**src/rtl/execute_cross4_node_mix_drain_if.sv**
```systemverilog
// Bundle of control, RAM port-1 and output-stream signals for the drain stage.
//   master : controller / RAM / stream sink side (drives ap_start, len, mem_q1, out_ready)
//   slave  : the drain stage itself (drives status, RAM read address/enable, stream outputs)
interface execute_cross4_node_mix_drain_if #(
  parameter int DataWidth    = 32,
  parameter int AddressWidth = 6
);
  logic                    ap_start;
  logic [AddressWidth-1:0] len;
  logic                    ap_idle;
  logic                    ap_ready;
  logic                    ap_done;
  logic [AddressWidth-1:0] mem_address1;
  logic                    mem_ce1;
  logic [DataWidth-1:0]    mem_q1;
  logic [DataWidth-1:0]    out_data;
  logic                    out_valid;
  logic                    out_last;
  logic                    out_ready;

  modport master (
    output ap_start, len, mem_q1, out_ready,
    input  ap_idle, ap_ready, ap_done, mem_address1, mem_ce1,
           out_data, out_valid, out_last
  );

  modport slave (
    input  ap_start, len, mem_q1, out_ready,
    output ap_idle, ap_ready, ap_done, mem_address1, mem_ce1,
           out_data, out_valid, out_last
  );
endinterface

```
**src/rtl/execute_cross4_node_mix_drain.sv**
```systemverilog
// Read-side streaming stage for the execute_cross4_node_mix_array_0 RAM.
// Reads words 0..L-1 through RAM port 1 (one-cycle read latency) and emits
// them on a valid/ready stream with a last flag, L = min(len, MemSize).
// Ports:
//   clk   : rising-edge clock
//   reset : asynchronous active-low reset
//   bus   : control (ap_start/len/ap_idle/ap_ready/ap_done), RAM port 1
//           (mem_address1/mem_ce1/mem_q1) and stream (out_*) signals
//
// state | meaning
// IDLE  | waiting for ap_start; ap_idle high
// RUN   | issuing reads, draining the 2-entry output FIFO
// DONE  | one-cycle ap_done pulse, then back to IDLE
module execute_cross4_node_mix_drain #(
  parameter int DataWidth    = 32,
  parameter int AddressWidth = 6,
  parameter int MemSize      = 33
) (
  input  logic                          clk,
  input  logic                          reset,
  execute_cross4_node_mix_drain_if.slave bus
);

  // One extra bit so rd_idx can reach L even when MemSize == 2**AddressWidth.
  localparam int CW = AddressWidth + 1;
  localparam logic [CW-1:0] MEM_WORDS = CW'(MemSize);

  typedef enum logic [1:0] {
    S_IDLE,
    S_RUN,
    S_DONE
  } state_t;

  state_t state_q, state_d;

  logic [CW-1:0]        len_q;
  logic [CW-1:0]        rd_idx_q;
  logic                 inflight_q;
  logic                 inflight_last_q;
  logic [DataWidth-1:0] fifo_data_q [2];
  logic [1:0]           fifo_last_q;
  logic                 wr_ptr_q;
  logic                 rd_ptr_q;
  logic [1:0]           occ_q;

  logic [CW-1:0] len_ext;
  logic [CW-1:0] len_clamped;
  logic          out_valid;
  logic          out_last;
  logic          pop;
  logic          push;
  logic          issue;
  logic          start_accept;
  logic          ap_idle;
  logic          ap_ready;
  logic          ap_done;

  assign len_ext     = {1'b0, bus.len};
  assign len_clamped = (len_ext > MEM_WORDS) ? MEM_WORDS : len_ext;

  assign out_valid = (occ_q != 2'd0);
  assign out_last  = fifo_last_q[rd_ptr_q];
  assign pop       = out_valid & bus.out_ready;
  assign push      = inflight_q;

  // Credit: words in flight plus words buffered, less the one leaving this
  // cycle, must stay below the FIFO depth so a capture always has a slot.
  assign issue = (state_q == S_RUN) && (rd_idx_q < len_q) &&
                 (({2'b00, inflight_q} + {1'b0, occ_q}) < (3'd2 + {2'b00, pop}));

  always_ff @(posedge clk or negedge reset) begin
    if (!reset) state_q <= S_IDLE;
    else        state_q <= state_d;
  end

  always_comb begin
    state_d      = state_q;
    ap_idle      = 1'b0;
    ap_ready     = 1'b0;
    ap_done      = 1'b0;
    start_accept = 1'b0;
    case (state_q)
      S_IDLE: begin
        ap_idle = 1'b1;
        if (bus.ap_start) begin
          ap_ready     = 1'b1;
          start_accept = 1'b1;
          state_d      = (len_clamped == '0) ? S_DONE : S_RUN;
        end
      end
      S_RUN: begin
        if (pop && out_last) state_d = S_DONE;
      end
      S_DONE: begin
        ap_done = 1'b1;
        state_d = S_IDLE;
      end
      default: state_d = S_IDLE;
    endcase
  end

  always_ff @(posedge clk or negedge reset) begin
    if (!reset) begin
      len_q           <= '0;
      rd_idx_q        <= '0;
      inflight_q      <= 1'b0;
      inflight_last_q <= 1'b0;
      fifo_data_q[0]  <= '0;
      fifo_data_q[1]  <= '0;
      fifo_last_q     <= '0;
      wr_ptr_q        <= 1'b0;
      rd_ptr_q        <= 1'b0;
      occ_q           <= '0;
    end else begin
      if (start_accept) begin
        len_q    <= len_clamped;
        rd_idx_q <= '0;
      end else if (issue) begin
        rd_idx_q <= rd_idx_q + 1'b1;
      end

      // The last flag is decided at issue time so the capture side only
      // has to carry one bit alongside the read.
      inflight_q      <= issue;
      inflight_last_q <= issue && (rd_idx_q == len_q - 1'b1);

      if (push) begin
        fifo_data_q[wr_ptr_q] <= bus.mem_q1;
        fifo_last_q[wr_ptr_q] <= inflight_last_q;
        wr_ptr_q              <= ~wr_ptr_q;
      end
      if (pop) rd_ptr_q <= ~rd_ptr_q;

      case ({push, pop})
        2'b10:   occ_q <= occ_q + 2'd1;
        2'b01:   occ_q <= occ_q - 2'd1;
        default: occ_q <= occ_q;
      endcase
    end
  end

  assign bus.ap_idle      = ap_idle;
  assign bus.ap_ready     = ap_ready;
  assign bus.ap_done      = ap_done;
  assign bus.mem_address1 = rd_idx_q[AddressWidth-1:0];
  assign bus.mem_ce1      = issue;
  assign bus.out_data     = fifo_data_q[rd_ptr_q];
  assign bus.out_valid    = out_valid;
  assign bus.out_last     = out_last;

endmodule

```
**src/flat_wrapper.sv**
```systemverilog
// flat-port wrapper written by rule: the top's interface ports become plain ports
module execute_cross4_node_mix_drain_flat 
#(
  parameter int DataWidth    = 32,
  parameter int AddressWidth = 6,
  parameter int MemSize      = 33
)
  (clk, reset, bus_ap_start, bus_len, bus_mem_q1, bus_out_ready, bus_ap_idle, bus_ap_ready, bus_ap_done, bus_mem_address1, bus_mem_ce1, bus_out_data, bus_out_valid, bus_out_last);
  execute_cross4_node_mix_drain_if #(.DataWidth(DataWidth), .AddressWidth(AddressWidth)) bus_i ();
  input  logic clk;
  input  logic reset;
  input wire logic [$bits(bus_i.ap_start)-1:0] bus_ap_start;
  input wire logic [$bits(bus_i.len)-1:0] bus_len;
  input wire logic [$bits(bus_i.mem_q1)-1:0] bus_mem_q1;
  input wire logic [$bits(bus_i.out_ready)-1:0] bus_out_ready;
  output wire logic [$bits(bus_i.ap_idle)-1:0] bus_ap_idle;
  output wire logic [$bits(bus_i.ap_ready)-1:0] bus_ap_ready;
  output wire logic [$bits(bus_i.ap_done)-1:0] bus_ap_done;
  output wire logic [$bits(bus_i.mem_address1)-1:0] bus_mem_address1;
  output wire logic [$bits(bus_i.mem_ce1)-1:0] bus_mem_ce1;
  output wire logic [$bits(bus_i.out_data)-1:0] bus_out_data;
  output wire logic [$bits(bus_i.out_valid)-1:0] bus_out_valid;
  output wire logic [$bits(bus_i.out_last)-1:0] bus_out_last;
  assign bus_i.ap_start = bus_ap_start;
  assign bus_i.len = bus_len;
  assign bus_i.mem_q1 = bus_mem_q1;
  assign bus_i.out_ready = bus_out_ready;
  assign bus_ap_idle = bus_i.ap_idle;
  assign bus_ap_ready = bus_i.ap_ready;
  assign bus_ap_done = bus_i.ap_done;
  assign bus_mem_address1 = bus_i.mem_address1;
  assign bus_mem_ce1 = bus_i.mem_ce1;
  assign bus_out_data = bus_i.out_data;
  assign bus_out_valid = bus_i.out_valid;
  assign bus_out_last = bus_i.out_last;
  execute_cross4_node_mix_drain #(.DataWidth(DataWidth), .AddressWidth(AddressWidth), .MemSize(MemSize)) u_core (.clk(clk), .reset(reset), .bus(bus_i));
endmodule
```
**config.mk**
```make
export PLATFORM = sky130hd
export DESIGN_NAME = execute_cross4_node_mix_drain_flat
export DESIGN_NICKNAME = d
export VERILOG_FILES = /design/src/rtl/execute_cross4_node_mix_drain_if.sv /design/src/rtl/execute_cross4_node_mix_drain.sv /design/src/flat_wrapper.sv
export SDC_FILE = /design/constraint.sdc
export NUM_CORES = 1
export LEC_CHECK = 0
export CAP_MARGIN = 20
export CORE_MARGIN = 2
export CORE_UTILIZATION = 51
export DETAILED_ROUTE_END_ITERATION = 12
export PLACE_DENSITY = 0.8
export SYNTH_ARGS = -nofsm -noshare
export SYNTH_HDL_FRONTEND = slang
export SYNTH_SLANG_ARGS = --single-unit
```
**constraint.sdc**
```tcl
create_clock -name clk -period 2.9 [get_ports clk]
set_input_delay 0.58 -clock clk [delete_from_list [all_inputs] [get_ports clk]]
set_output_delay 0.58 -clock clk [all_outputs]
set_load 0.005 [all_outputs]
```
* Yosys cells after proc, flatten, opt, wreduce, memory -nomap -nowiden
Cells that the tools add are included.
Storage, ports and cells: register bits after elaboration 88, bits of input ports 42, output and inout bits 44, logic and storage cells 73
Cells by class: add/subtract/negate cells 6, $lt $le $gt $ge 9, equal/unequal tests 7, muxes and demuxes 23, bitwise gates (word level) 5, reduce and logical (&&, ||, !) cells 12
Operators by type and width (count):
- $mux W32 | 4
- $bwmux W64 | 1
- $demux W32 S1 | 1
- $mux W7 | 2
- $pmux W2 S2 | 2
- $add A7 B1 Y7 const B | 1
- $eq A7 B7 Y1 | 1
- $logic_not A7 Y1 | 1
- $lt A7 B7 Y1 | 1
- $mux W1 | 7
- $sub A7 B1 Y7 const B | 1
- $gt A6 B6 Y1 const B | 1
- $logic_and A1 B1 Y1 | 6
- $mux W2 | 3
- $mux W6 | 1
- $reduce_bool A2 Y1 | 3
- $eq A2 B1 Y1 const B | 2
- $eq A2 B2 Y1 const B | 2
- $ge A2 B2 Y1 const B | 2
- $lt A1 B2 Y1 const B | 2
- $ne A2 B2 Y1 const B | 2
- $not A1 Y2 | 2
- $add A1 B2 Y3 | 1
- $add A2 B1 Y3 const A | 1
- 11 further kinds | 12

* Longest topological paths before layout
word-level depth 7, mapped depth 9, depth with buffers taken out 8

* Worst setup path before layout
OpenSTA, ideal clock, no wires.
path kind reg-to-output, start point register u_core.occ_q[0], end point output bus_mem_ce1, data arrival time 1.697 ns, data required time 2.320 ns, setup slack 0.623 ns, cell stages (with the launch flop) 8, buffers on the path 1, cells stage by stage dfrtp_1 > ha_1 > ha_1 > nor4_1 > o211ai_1 > or3b_1 > buf_2 > inv_1
Between the ends: word-level cells in the longest chain between the ends 5, elaborated cells on any way between the ends 6, classes of those cells add/sub: 2; order compare: 1; bitwise: 1; reduce/logical: 2
Ends and longest elaborated chain:
- from (decl) | line execute_cross4_node_mix_drain.sv:44 | logic [1:0] occ_q;
- from (signal assigned) | line execute_cross4_node_mix_drain.sv:135 | 2'b10: occ_q <= occ_q + 2'd1;
- from (signal assigned) | line execute_cross4_node_mix_drain.sv:136 | 2'b01: occ_q <= occ_q - 2'd1;
- from (signal assigned) | line execute_cross4_node_mix_drain.sv:137 | default: occ_q <= occ_q;
- $reduce_bool A2 Y1 | line execute_cross4_node_mix_drain.sv:61 | assign out_valid = (occ_q != 2'd0);
- $and A1 B1 Y1 | line execute_cross4_node_mix_drain.sv:63 | assign pop = out_valid & bus.out_ready;
- $add A2 B1 Y3 | line execute_cross4_node_mix_drain.sv:69 | (({2'b00, inflight_q} + {1'b0, occ_q}) < (3'd2 + {2'b00, pop}));
- $lt A3 B3 Y1 (*) | line execute_cross4_node_mix_drain.sv:69
- $logic_and A1 B1 Y1 (*) | line execute_cross4_node_mix_drain.sv:68 | assign issue = (state_q == S_RUN) && (rd_idx_q < len_q) &&
- to (decl) | line flat_wrapper.sv:20 | output wire logic [$bits(bus_i.mem_ce1)-1:0] bus_mem_ce1;
Every way passes the cells marked *; elsewhere a longest branch is shown, timed or not.

* Final worst setup path
Ends and elaborated chain as after synthesis.

==> flow_summary_export.csv <==
group,metric,value,unit
synthesis,yosysSeqAreaShare,0.528,
global_route,gr-total-overflow,0,
synthesis,synth_top_family_by_area,"multiplexers",
route,finalWirelength,8470,um
timing,setup_violations,0,
synthesis,synth_top_area_cell,"dfrtp_1",
route,ant_nets,0,
route,drcViolationCount,0,
power_and_ir_drop,p_seq_frac,0.343,
timing,hold_violations,0,
global_route,grt_max_degree,60,
timing,timing.final.crit_share,0.957,
floorplanning,io_pins,86,
synthesis,syn_inst,319,
cts,cts_tree,"yes",
floorplanning,dieArea,8830,sq um
synthesis,yosys.area_share.adder,0.0334,
synthesis,synth_most_common_cell,"mux2_2",
floorplanning,core_area,7770,sq um
synthesis,ys.warnings.count,0,
worst_setup_path,crit_fanout,2,
timing,tns,0,ns
power_and_ir_drop,netSwitchingPower,2010,uW
worst_setup_path,startpoint_type,"flop",
power_and_ir_drop,ir_drop,815,uV
floorplanning,fp.dieW,94.0,um
worst_setup_path,r2r-start,"u_core.occ_q[0]",
route,vias,2792,
placement,globalplace.congestion,0.834,
timing,fmax,0.360,GHz
synthesis,ys.flop_type,"dfrtp_1",
timing,clock_skew,0.0117,ns
synthesis,ys_top_cells_by_count,"mux2_2, dfrtp_1, inv_1",
cts,insertion_delay,0.36,ns
cts,clk_pin_slew,0.09,ns
power_and_ir_drop,p_per_area,1170,nW/um^2
power_and_ir_drop,power.total,6230,uW
worst_setup_path,critPathCaptureType,"output port",
hold_path,hp-class,"in -> async",
worst_setup_path,critPathLaunch,"u_core.occ_q[0]",
synthesis,synth_nets,372,
flow_run,drv_cap,0,
global_route,grtUsageTotal,0.202,
cts,postCtsHoldBufs,0,
final_layout,seqCellArea,2180,sq um
cts,clock_path_buffers,2,
cts,root_buffer,"clkbuf_8",
synthesis,synth_edf_count,0,
cts,h-tree-depth,3,
floorplanning,start_util,0.531,
synthesis,ys_types,36,
placement,io_buffers,85,
worst_setup_path,r2r_cells,8,
final_layout,syn2layout_area_growth,29.6,%
synthesis,synthTopCellsByArea,"dfrtp_1, mux2_2, ha_1, xnor2_1, o21ai_0",
route,wl_per_cell,16.3,um
worst_setup_path,crit_required,2.32,ns
power_and_ir_drop,combinationalPowerShare,0.531,
global_route,antenna_found_initial,0,
placement,dp_hpwl,6040,um
synthesis,synth-simple-area-share,0.0591,
synthesis,syn-cell-area,4130,sq um
synthesis,synth_mux_area_frac,0.270,
route,firstDrtPassIters,4,
route,viasPerCell,5.36,
final_layout,drive_above_1_share,0.327,
route,drt-initial-drc-count,63,
final_layout,antenna_cells,0,
worst_setup_path,crit_type,"reg -> out",
timing,rsz0062_at_grt,"false",
worst_setup_path,worstPathArrival,2.19,ns
synthesis,synth_compound_area_frac,0.0494,
power_and_ir_drop,p_clk_frac,0.126,
global_route,grt_pass1_wl,13600,um
outcome,status,"finished clean",
timing,slew_viol_final,0,
timing,slew_headroom,0.490,
synthesis,yosys.area.top_type_share,0.528,
power_and_ir_drop,internal-power,4220,uW
final_layout,fill_cells,569,
final_layout,multi_input_area,1820,sq um
synthesis,synth-async-reset-ratio,1.00,
timing,worst_pin_slew,0.764,ns
floorplanning,die_h,94.0,um
synthesis,synth-xor-area-share,0.0255,
global_route,grt_pass1_vias,2887,
floorplanning,rows,32,
timing,final.min_clock_period,2.77,ns
power_and_ir_drop,swShare,0.323,
cts,clock_sinks,87,
synthesis,synth_area_per_cell,12.9,sq um
synthesis,ys_seq_elements,87,
power_and_ir_drop,power_leakage,0.00225,uW
final_layout,utilization,0.688,
cts,cts_made_buffers,9,
final_layout,layout.nets,467,
[power by group through the flow]
stage	registers, uW	clock network [uW]	logic [uW]
after detailed placement	2170	0	3300
after global placement	2120	0	3230
after global routing	2210	875	3600
after CTS	2140	809	3350
final	2140	787	3310
after floorplan	2090	0	1930
[stage by stage]
step | setup slack, ns | cells | instance area, sq um | hold WS, ns
floorplan | 0.623 | 319 | 4130 | 0.284
global placement | 0.0136 | 503 | 5150 | 0.481
detailed placement | 0.0586 | 503 | 5150 | 0.487
finish | 0.126 | 521 | 5350 | 0.275
global route | 0.0125 | 521 | 5350 | 0.326
CTS | 0.106 | 521 | 5350 | 0.306
[what timing repair did]
item / 4_1_cts / 5_1_grt
resized for setup: 2 / 0
buffers inserted: 2 / 0
setup endpoints to repair: 1 / 0
[state kept, by name (all words and copies together) (netlist names)]
signal and cells:
u_core.fifo_data_q 64, u_core.state_q 2, u_core.rd_ptr_q 1, u_core.fifo_last_q 2, u_core.inflight_last_q 1, u_core.len_q 6, u_core.wr_ptr_q 1, u_core.rd_idx_q 7
u_core.inflight_q 1, u_core.occ_q 2
[final timing paths]
kind / to / slack, ns
min in group clk: u_core.fifo_data_q[11] / 0.51
max in group asynchronous: u_core.rd_idx_q[3] / 2.00
setup / recovery: bus_mem_ce1 / 0.13
hold / removal: u_core.fifo_data_q[27] / 0.27
hold reg to reg: u_core.fifo_data_q[11] / 0.51
setup reg to reg: u_core.rd_idx_q[5] / 0.47
[worst max-delay path: stages (launching register included)]
cell and delay (ns):
dfrtp_1 0.38, ha_1 0.20, ha_1 0.18, nor4_1 0.25, o211ai_1 0.12, or3b_4 0.40, inv_1 0.08, dlygate4sd2_1 0.23
[cell families (layout without fill, tap and decap cells)]
family,count (synthesis),after routing
buffers and inverters,32,132
DFF,87,87
muxes,99,99
and+or+nand+nor,45,45
xor gates and xnor gates,12,12
adders and majority gates,11,11
AOI/OAI and AO/OA,33,33
[metal layers]
metal / global-route usage / wire length (um)
met1: 0.247 / 3650
met2: 0.339 / 4150
met3: 0.0682 / 511
met4: 0.0616 / 161
met5: 0 / 0
[final cells by class]
class | instances | area share
flip-flops and latches | 87 | 0.407
clock inverters | 4 | 0.00538
clock buffers | 12 | 0.0290
repair buffers | 103 | 0.186
well taps | 102 | 0.0239
multi-input cells | 200 | 0.339
inverters | 13 | 0.00912
[placed cells by master, fill, tap and decap left out, types with 3 or more instances in the layout]
cell type,n
xor2_1,3
a21oi_1,8
o31ai_1,3
nor2_1,6
clkbuf_8,11
xnor2_1,9
o21ai_0,11
nand3_1,4
buf_4,18
ha_1,11
inv_1,13
nand2_1,11
or4_1,3
nand3b_1,5
mux2_2,99
dfrtp_1,87
nor3_1,4
clkdlybuf4s50_1,83
Note: power is estimated with default switching activity, not from simulation.
